--- src/rtl/instruction_encoder_pkg.sv ---
// Shared RV32I encoding constants: format selectors, error codes, opcodes,
// loader FSM states and the signed-immediate range helper.
package rv32_encoder_defs;

  localparam logic [2:0] FMT_R = 3'd0;
  localparam logic [2:0] FMT_I = 3'd1;
  localparam logic [2:0] FMT_S = 3'd2;
  localparam logic [2:0] FMT_B = 3'd3;
  localparam logic [2:0] FMT_U = 3'd4;
  localparam logic [2:0] FMT_J = 3'd5;

  localparam logic [1:0] ERR_NONE     = 2'b00;
  localparam logic [1:0] ERR_MISALIGN = 2'b01;
  localparam logic [1:0] ERR_RANGE    = 2'b10;
  localparam logic [1:0] ERR_FMT      = 2'b11;

  localparam logic [6:0] OP     = 7'b0110011;
  localparam logic [6:0] OP_IMM = 7'b0010011;
  localparam logic [6:0] STORE  = 7'b0100011;
  localparam logic [6:0] BRANCH = 7'b1100011;
  localparam logic [6:0] LUI    = 7'b0110111;
  localparam logic [6:0] AUIPC  = 7'b0010111;
  localparam logic [6:0] JAL    = 7'b1101111;

  typedef enum logic [1:0] {
    ST_IDLE  = 2'd0,
    ST_WRITE = 2'd1,
    ST_ERROR = 2'd2
  } state_e;

  // True when imm[31:msb] are all equal, i.e. the value is representable as a
  // signed immediate whose sign bit sits at position msb.
  function automatic logic imm_fits(input logic [31:0] imm, input int unsigned msb);
    logic [31:0] mask;
    mask = 32'hFFFF_FFFF << msb;
    return ((imm & mask) == mask) || ((imm & mask) == 32'h0);
  endfunction

endpackage

--- src/rtl/instruction_encoder_packer.sv ---
// Combinational RV32I field packer: places fields and immediate bits for the
// selected format and reports the first failing immediate/format check.
module instr_field_packer
  import rv32_encoder_defs::*;
(
  input  logic [2:0]  fmt_i,
  input  logic [6:0]  opcode_i,
  input  logic [2:0]  funct3_i,
  input  logic [6:0]  funct7_i,
  input  logic [4:0]  rs1_i,
  input  logic [4:0]  rs2_i,
  input  logic [4:0]  rd_i,
  input  logic [31:0] imm_i,
  output logic [31:0] word_o,
  output logic [1:0]  err_code_o,
  output logic        err_o
);

  // NOTE: every output of a combinational block gets a default first so that
  // no path through the case leaves it unassigned and infers a latch.
  always_comb begin
    word_o     = 32'h0;
    err_code_o = ERR_NONE;
    case (fmt_i)
      FMT_R: word_o = {funct7_i, rs2_i, rs1_i, funct3_i, rd_i, opcode_i};
      FMT_I: begin
        word_o = {imm_i[11:0], rs1_i, funct3_i, rd_i, opcode_i};
        if (!imm_fits(imm_i, 11)) err_code_o = ERR_RANGE;
      end
      FMT_S: begin
        word_o = {imm_i[11:5], rs2_i, rs1_i, funct3_i, imm_i[4:0], opcode_i};
        if (!imm_fits(imm_i, 11)) err_code_o = ERR_RANGE;
      end
      FMT_B: begin
        word_o = {imm_i[12], imm_i[10:5], rs2_i, rs1_i, funct3_i,
                  imm_i[4:1], imm_i[11], opcode_i};
        if (imm_i[0])                 err_code_o = ERR_MISALIGN;
        else if (!imm_fits(imm_i, 12)) err_code_o = ERR_RANGE;
      end
      FMT_U: begin
        word_o = {imm_i[31:12], rd_i, opcode_i};
        if (imm_i[11:0] != 12'h0) err_code_o = ERR_RANGE;
      end
      FMT_J: begin
        word_o = {imm_i[20], imm_i[10:1], imm_i[11], imm_i[19:12], rd_i, opcode_i};
        if (imm_i[0])                 err_code_o = ERR_MISALIGN;
        else if (!imm_fits(imm_i, 20)) err_code_o = ERR_RANGE;
      end
      default: err_code_o = ERR_FMT;
    endcase
    err_o = (err_code_o != ERR_NONE);
  end

endmodule

--- src/rtl/instruction_encoder.sv ---
// Program loader: accepts field-level instruction requests, encodes them and
// streams the words into instruction memory at a sequential write pointer.
module instruction_encoder
  import rv32_encoder_defs::*;
#(
  parameter int                    ADDR_WIDTH = 32,
  parameter logic [ADDR_WIDTH-1:0] BASE_ADDR  = '0,
  parameter int                    ADDR_STEP  = 4
) (
  input  logic                  clk,
  input  logic                  reset_n,
  input  logic                  addr_load,
  input  logic [ADDR_WIDTH-1:0] start_addr,
  input  logic                  req_valid,
  output logic                  req_ready,
  input  logic [2:0]            req_fmt,
  input  logic [6:0]            req_opcode,
  input  logic [2:0]            req_funct3,
  input  logic [6:0]            req_funct7,
  input  logic [4:0]            req_rs1,
  input  logic [4:0]            req_rs2,
  input  logic [4:0]            req_rd,
  input  logic [31:0]           req_imm,
  output logic                  mem_wr_valid,
  input  logic                  mem_wr_ready,
  output logic [ADDR_WIDTH-1:0] mem_wr_addr,
  output logic [31:0]           mem_wr_data,
  output logic                  err_valid,
  output logic [1:0]            err_code,
  output logic [15:0]           words_written,
  output logic                  busy
);

  state_e                state_q, state_d;
  logic [ADDR_WIDTH-1:0] ptr_q, ptr_d;
  logic [31:0]           data_q, data_d;
  logic [1:0]            code_q, code_d;
  logic [15:0]           count_q, count_d;
  logic                  armed_q;

  logic [31:0] pk_word;
  logic [1:0]  pk_code;
  logic        pk_err;

  instr_field_packer u_packer (
    .fmt_i      (req_fmt),
    .opcode_i   (req_opcode),
    .funct3_i   (req_funct3),
    .funct7_i   (req_funct7),
    .rs1_i      (req_rs1),
    .rs2_i      (req_rs2),
    .rd_i       (req_rd),
    .imm_i      (req_imm),
    .word_o     (pk_word),
    .err_code_o (pk_code),
    .err_o      (pk_err)
  );

  always_comb begin
    state_d   = state_q;
    ptr_d     = ptr_q;
    data_d    = data_q;
    code_d    = code_q;
    count_d   = count_q;
    req_ready = 1'b0;
    case (state_q)
      ST_IDLE: begin
        // armed_q keeps req_ready low until the first edge after reset release.
        if (armed_q) begin
          if (addr_load) begin
            ptr_d = start_addr;
          end else begin
            req_ready = 1'b1;
            if (req_valid) begin
              if (pk_err) begin
                code_d  = pk_code;
                state_d = ST_ERROR;
              end else begin
                data_d  = pk_word;
                state_d = ST_WRITE;
              end
            end
          end
        end
      end
      ST_WRITE: begin
        if (mem_wr_ready) begin
          ptr_d   = ptr_q + ADDR_WIDTH'(ADDR_STEP);
          count_d = (count_q == 16'hFFFF) ? count_q : count_q + 16'd1;
          state_d = ST_IDLE;
        end
      end
      ST_ERROR: state_d = ST_IDLE;
      default:  state_d = ST_IDLE;
    endcase
  end

  // NOTE: state registers use non-blocking assignments so every flop samples
  // the pre-edge values, independent of process evaluation order.
  always_ff @(posedge clk or negedge reset_n) begin
    if (!reset_n) begin
      state_q <= ST_IDLE;
      ptr_q   <= BASE_ADDR;
      data_q  <= 32'h0;
      code_q  <= ERR_NONE;
      count_q <= 16'h0;
      armed_q <= 1'b0;
    end else begin
      state_q <= state_d;
      ptr_q   <= ptr_d;
      data_q  <= data_d;
      code_q  <= code_d;
      count_q <= count_d;
      armed_q <= 1'b1;
    end
  end

  // The pointer only moves in IDLE, so the address is stable throughout WRITE.
  assign mem_wr_valid  = (state_q == ST_WRITE);
  assign mem_wr_addr   = ptr_q;
  assign mem_wr_data   = data_q;
  assign err_valid     = (state_q == ST_ERROR);
  assign err_code      = err_valid ? code_q : ERR_NONE;
  assign words_written = count_q;
  assign busy          = (state_q != ST_IDLE);

endmodule

--- config.mk ---
export PLATFORM = sky130hd
export DESIGN_NAME = instruction_encoder
export DESIGN_NICKNAME = d
export VERILOG_FILES = /design/src/rtl/instruction_encoder_pkg.sv /design/src/rtl/instruction_encoder_packer.sv /design/src/rtl/instruction_encoder.sv
export SDC_FILE = /design/constraint.sdc
export NUM_CORES = 1
export LEC_CHECK = 0
export CAP_MARGIN = 20
export CELL_PAD_IN_SITES_DETAIL_PLACEMENT = 1
export CELL_PAD_IN_SITES_GLOBAL_PLACEMENT = 2
export CORE_ASPECT_RATIO = 0.5
export CORE_MARGIN = 2
export CORE_UTILIZATION = 26
export CTS_CLUSTER_DIAMETER = 150
export DETAILED_ROUTE_END_ITERATION = 16
export HOLD_SLACK_MARGIN = 0.12
export PLACE_DENSITY_LB_ADDON = 0.1
export REMOVE_ABC_BUFFERS = 1
export SLEW_MARGIN = 25
export SYNTH_ARGS = -nofsm -noshare
export SYNTH_HDL_FRONTEND = slang
export SYNTH_HIERARCHICAL = 1
export SYNTH_SLANG_ARGS = --single-unit
export TNS_END_PERCENT = 30
--- constraint.sdc ---
create_clock -name clk -period 1.99 [get_ports clk]
set_input_delay 0.398 -clock clk [delete_from_list [all_inputs] [get_ports clk]]
set_output_delay 0.398 -clock clk [all_outputs]
set_load 0.05 [all_outputs]
Word-level counts from Yosys, hierarchy flattened
Cells that the tools add are included.
{ "classes": {"muxes": 22, "n_eq_ne": 16, "addsub": 2, "n_reduce_logical": 18, "bitwise_logic": 3} }
{ "ops": {"columns": ["operator", "n"], "rows": [
  ["case mux 32 bit (6 select lines)", 1],
  ["zero test 32 bit", 3],
  ["two-way mux 32 bit", 3],
  ["case mux 32 bit (2 select lines)", 1],
  ["adder 32 x 3 -> 32 bit (second input constant)", 1],
  ["two-way mux 2 bit", 12],
  ["== test 21 bit (second input constant)", 1],
  ["== test 20 bit (second input constant)", 1],
  ["adder 16 x 1 -> 16 bit (second input constant)", 1],
  ["== test 16 bit (second input constant)", 1],
  ["== test 12 bit (second input constant)", 1],
  ["nonzero test 12 bit", 1],
  ["case mux 2 bit (5 select lines)", 1],
  ["AND reduction 5 bit", 2],
  ["!= test 2 bit (second input constant)", 4],
  ["AND reduction 4 bit", 2],
  ["== test 3 x 2 -> 1 bit (second input constant)", 2],
  ["== test 3 bit (second input constant)", 2],
  ["nonzero test 2 bit", 3],
  ["case mux 2 bit (2 select lines)", 1],
  ["== test 3 x 1 -> 1 bit (second input constant)", 1],
  ["zero test 3 bit", 1],
  ["logical OR 1 bit", 3],
  ["two-way mux 1 bit", 3],
  ["7 further kinds", 9]
]} }
{ "word_totals": {"elab_cells": 67, "out_inout_bits": 86, "inputBits": 104, "reg_bits": 85} }

Longest topological paths before layout
{ "logic_depth": {"word_depth": 11, "depth_mapped": 9, "ltp_nobuf": 7} }

Hierarchy
The synthesis kept the hierarchy.
{ "by_module_without_submodules": {"columns": ["module", "cells_each", "n_inst", "seq_area_each_um2", "area_each_um2"], "rows": [
  ["instruction_encoder", 403, 1, 2127.0, 4276.6],
  ["instr_field_packer", 130, 1, 0.0, 773.2]
]} }

Worst setup path after synthesis
No wires, ideal clock.
{ "synth_path": {"kind": "input to register", "startpoint": "input port req_fmt[1]", "endpoint": "register data_q[0], in the netlist mem_wr_data[0]", "stages": 9, "required_ps": 1865, "path_buffers": 2, "arrival_ps": 2052, "path_slack_ps": -187, "setup_time_ps": 125, "path_cell_list": "clkbuf_8 inv_1 nor2_2 a311oi_1 o211ai_1 or2_1 nand3b_4 buf_6 mux2_4"} }
{ "synth_via": {"elab_chain_len": 6, "elab_cells_between_ends": 12, "cone_classes": "eq/ne (5); mux (2); bitwise (1); reduce/logical (4)"} }
{ "synth_lines": {"columns": ["element", "line_no", "source"], "rows": [
  ["from (decl)", "instruction_encoder.sv:16", "input logic [2:0] req_fmt,"],
  ["== test 3 x 1 -> 1 bit or == test 3 x 2 -> 1 bit (tied branches)", "instruction_encoder_packer.sv:24", "case (fmt_i)"],
  ["OR reduction 2 bit (no line)", null, null],
  ["case mux 2 bit (5 select lines) (*)", "instruction_encoder_packer.sv:24", null],
  ["named net pk_code[1]", "instruction_encoder.sv:42", "logic [1:0] pk_code;"],
  ["nonzero test 2 bit (*)", "instruction_encoder_packer.sv:51", "err_o = (err_code_o != ERR_NONE);"],
  ["named net pk_err", "instruction_encoder.sv:43", "logic pk_err;"],
  ["inverter 1 bit (no line) (*)", null, null],
  ["AND reduction 5 bit (no line) (*)", null, null],
  ["to (signal assigned)", "instruction_encoder.sv:111", "data_q <= data_d;"],
  ["to (decl)", "instruction_encoder.sv:36", "logic [31:0] data_q, data_d;"]
]} }
Mark *: on every way through the listed nets, which the timed path passes. The rest lies on a longest branch.
A chain may end at the register's enable or synchronous reset.

Worst setup path after layout
{ "layout_path": {"startpoint": "input port req_imm[20]", "endpoint": "register data_q[7], in the netlist mem_wr_data[7]"} }
{ "layout_via": {"elab_chain_len": 8, "elab_cells_between_ends": 18, "cone_classes": "eq/ne (3); mux (6); bitwise (1); reduce/logical (8)"} }
{ "layout_lines": {"columns": ["element", "line_no", "source"], "rows": [
  ["from (decl)", "instruction_encoder.sv:23", "input logic [31:0] req_imm,"],
  ["== test 20 bit, or another cell as far along", "instruction_encoder_pkg.sv:36", "return ((imm & mask) == mask) || ((imm & mask) == 32'h0);"],
  ["logical OR 1 bit", "instruction_encoder_pkg.sv:36", null],
  ["two-way mux 2 bit, on equally long branches", "instruction_encoder_packer.sv:38, instruction_encoder_packer.sv:47", null],
  ["two-way mux 2 bit, on equally long branches", "instruction_encoder_packer.sv:37, instruction_encoder_packer.sv:46", null],
  ["case mux 2 bit (5 select lines) (*)", "instruction_encoder_packer.sv:24", null],
  ["named net pk_code[1]", "instruction_encoder.sv:42", null],
  ["nonzero test 2 bit (*)", "instruction_encoder_packer.sv:51", null],
  ["named net pk_err", "instruction_encoder.sv:43", null],
  ["inverter 1 bit (no line) (*)", null, null],
  ["AND reduction 5 bit (no line) (*)", null, null]
]} }
Marks and branches as above.

==> impl_metrics.csv <==
group,metric,value,unit
pwr,share_comb_of_total_power,46.8,%
route,drt-total-wl,19700,um
yosys,syn_avg_cell_area,9.47,um^2
final_layout,area_growth,68.2,%
pwr,intPower,4640,uW
pwr,power.share.switching,42.7,%
clock_tree,cts_tree,"done",
flow_run,cap_violations,0,
pwr,power_per_cell_area,952,nW/um^2
clock_tree,h-tree-depth,3,
global_routing,grt_start_max_net_pins,45,
worst_hold_path,holdPathEnd,"mem_wr_data[15]",
timing,max_freq,0.460,GHz
worst_hold_path,holdCritStartpoint,"req_imm[15]",
placed_design,numPortBuffers,189,
timing,timing.slew.headroom,39.0,%
pwr,switchingPower,3460,uW
timing,finClkSkew,0.00946,ns
pwr,ir_drop,0.000480,V
die,rows,35,
placed_design,place_congestion,0.858,
yosys,ys_ff_latch,85,
status,status,"finished with violations",
die,die_x,201,um
setup_path,cpMaxStageDelayCell,"o31a_1",
die,dieArea,20600,um^2
setup_path,worstSetupStartpointType,"primary input",
yosys,synth_common_cells,"85 x dfrtp_1, 56 x nand2_1, 40 x o21ai_0",
status,violations,"negative setup slack",
timing,finalSetupTns,-5.59,ns
placed_design,placed_cell_area,7800,um^2
setup_path,slowest_delay,0.29,ns
final_layout,drive_gt1_share,33.2,%
global_routing,overflow,0,
timing,rsz0062_at_grt,"true",
timing,slew_violations,0,
yosys,synth_edf_count,0,
final_layout,fin_area,8500,um^2
yosys,synth_cell_types,60,
setup_path,end_kind,"register",
worst_hold_path,hp-class,"in -> reg",
timing,worstMarginPinSlew,0.914,ns
yosys,ys_top_cells_by_area,"dfrtp_1 42%, mux2_4 8.6%, nand2_1 4.2%",
setup_path,path_cells,"buf_4 > nand4_1 > o31a_1 > a311oi_2 > o211ai_1 > or2_1 > nand3b_4 > buf_12 > clkbuf_16 > mux2_4",
route,via_per_inst,4.90,
clock_tree,path_clk_slew,0.08,ns
clock_tree,clk-insertion-delay-late,0.35,ns
route,vias,5291,
final_layout,nets,920,
yosys,synth_most_common_cell,"dfrtp_1",
yosys,syn_inst,533,
worst_hold_path,hold_path_depth,4,
setup_path,rrSetupSlack,0.17,ns
die,start_util,27.0,%
timing,finalSetupViolCount,35,
setup_path,reg2reg_depth,6,
clock_tree,clock_path_buffers,2,
global_routing,grt_pass1_wl,31100,um
global_routing,grt_pass1_vias,5604,
timing,timing_hold_violations_final,0,
route,final_antenna_net_count,0,
pwr,clockPowerShare,22.4,%
setup_path,r2r-end,"mem_wr_data[7]",
clock_tree,cts-root-buf,"clkbuf_16",
setup_path,critPathArrivalTime,2.41,ns
route,dr.first_iter.drc_count,158,
yosys,synth-async-reset-ratio,100,%
placed_design,dp_slack,-0.892,ns
timing,layout_setup_ws,-0.183,ns
setup_path,required,2.23,ns
yosys,synth_ff_type,"dfrtp_1",
global_routing,grt_use_total,19.1,%
yosys,yosysTopAreaCell,"dfrtp_1",
global_routing,antenna_found_initial,1,
setup_path,crit_fanout,5,
yosys,ys_seq_area_share,42.1,%
route,routedWlPerCell,18.2,um
pwr,p_seq_share,30.8,%
yosys,syn_area,5050,um^2
placed_design,dp_hpwl,14600,um
timing,fin_crit,2.17,ns
route,first_pass_iters,4,
die,ios,190,
clock_tree,cts_buffers,9,
setup_path,reg2reg_from,"state_q[1]",
setup_path,worst-setup-path-type,"in -> reg",
yosys,synth_top_cell_area_share,42.1,%
setup_path,timing.critical_path.buf_inv,3,
clock_tree,clock_sinks,85,
die,core,18700,um^2
timing,post-route-period-util,109,%
pwr,leakagePower,0.00379,uW
route,drc_errors,0,
yosys,yosysWarnings,6,
setup_path,path_delay_family,"compound AO/OA/AOI/OAI gates",
die,die_h,103,um
metal layers:
metal | up-vias | share of wire [%] | global-route usage [%]
met5 | - | 0 | 0
met4 | 0 | 0.82 | 3.36
met3 | 14 | 4.4 | 4.55
met2 | 107 | 48 | 32.7
met1 | 2627 | 47 | 25.3
li1 | 2543 | - | -
state kept, by name, indices dropped and copies added, names as in the netlist:
register,count
mem_wr_addr,32
mem_wr_data,32
state_q,2
words_written,16
code_q,2
armed_q,1
cells in the final DEF, fill, tap and decap left out, types with 7 or more instances in the layout:
cell	n
nor3_1	12
clkbuf_16	10
nand4_1	15
nand2_1	55
dfrtp_1	85
and2_1	10
a21oi_1	30
mux2_4	30
nor2_1	26
nand3_1	32
xnor2_1	9
buf_2	11
inv_1	12
o21ai_0	39
buf_6	16
mux2_2	7
a22oi_1	18
o22ai_1	12
buf_4	143
buf_12	15
and3_1	10
clkdlybuf4s50_1	95
cell type report:
cell class	count	area, um^2
inverters	13	48.8
clock inverters	7	86.3
diodes	1	2.50
flip-flops and latches	85	2130
fillers	2152	10200
well taps	259	324
repair buffers	298	2820
clock buffers	9	225
multi-input cells	407	2860
worst min-delay path, cell delays in order:
cell and delay, ns:
buf_4 0.11, nand2_1 0.05, o21ai_0 0.07, mux2_4 0.14
power by group through the flow:
stage / Sequential (uW) / Clock, uW / Combinational (uW)
floorplan: 3850 / 0 / 793
global placement: 2510 / 0 / 3700
detailed placement: 2520 / 0 / 3730
CTS: 2500 / 1870 / 3800
global route: 2560 / 1940 / 4010
finish: 2490 / 1810 / 3790
kinds of logic (layout without fill, tap and decap cells):
logic type                 after synthesis  in the layout  synth area share [%]
and+or+nand+nor                        205            205                  21.4
other                                    1              2                0.0743
muxes                                   43             43                  11.6
xor gates and xnor gates                14             14                  2.43
adders and majority gates                2              2                 0.495
buffers and inverters                   41            327                  4.19
AOI/OAI and AO/OA                      142            142                  17.7
DFF                                     85             85                  42.1
worst max-delay path by stage:
| stage | end | startpoint | cells past startpoint |
|---|---|---|---|
| 6_report | mem_wr_data[7] | req_imm[20] | 10 |
| 5_1_grt | mem_wr_data[11] | req_imm[25] | 10 |
| 4_1_cts | mem_wr_data[11] | req_imm[23] | 10 |
| 3_5_place_dp | mem_wr_data[2] | req_imm[20] | 9 |
| 3_3_place_gp | mem_wr_data[15] | req_imm[9] | 10 |
| 2_1_floorplan | words_written[1] | state_q[1] | 5 |
through the flow:
stage | power, uW | util [%] | cells | hold WS (ns)
floorplan | 4640 | - | 505 | 0.102
global placement | 6210 | 41.7 | 1042 | 0.448
detailed placement | 6250 | 41.7 | 1042 | 0.449
CTS | 8180 | 45.0 | 1075 | 0.444
global route | 8510 | 45.4 | 1078 | 0.462
finish | 8090 | 45.4 | 1079 | 0.450
timing repair:
item                                    4_1_cts  5_1_grt
endpoints found under the setup margin       41       41
buffers inserted                             14        2
endpoints found under the hold margin        41        0
hold buffers                                  1        0
gates resized for setup                     186       10
cloned                                        3        1
pin swaps                                    22        1
Power figures use the tool's default switching activity.
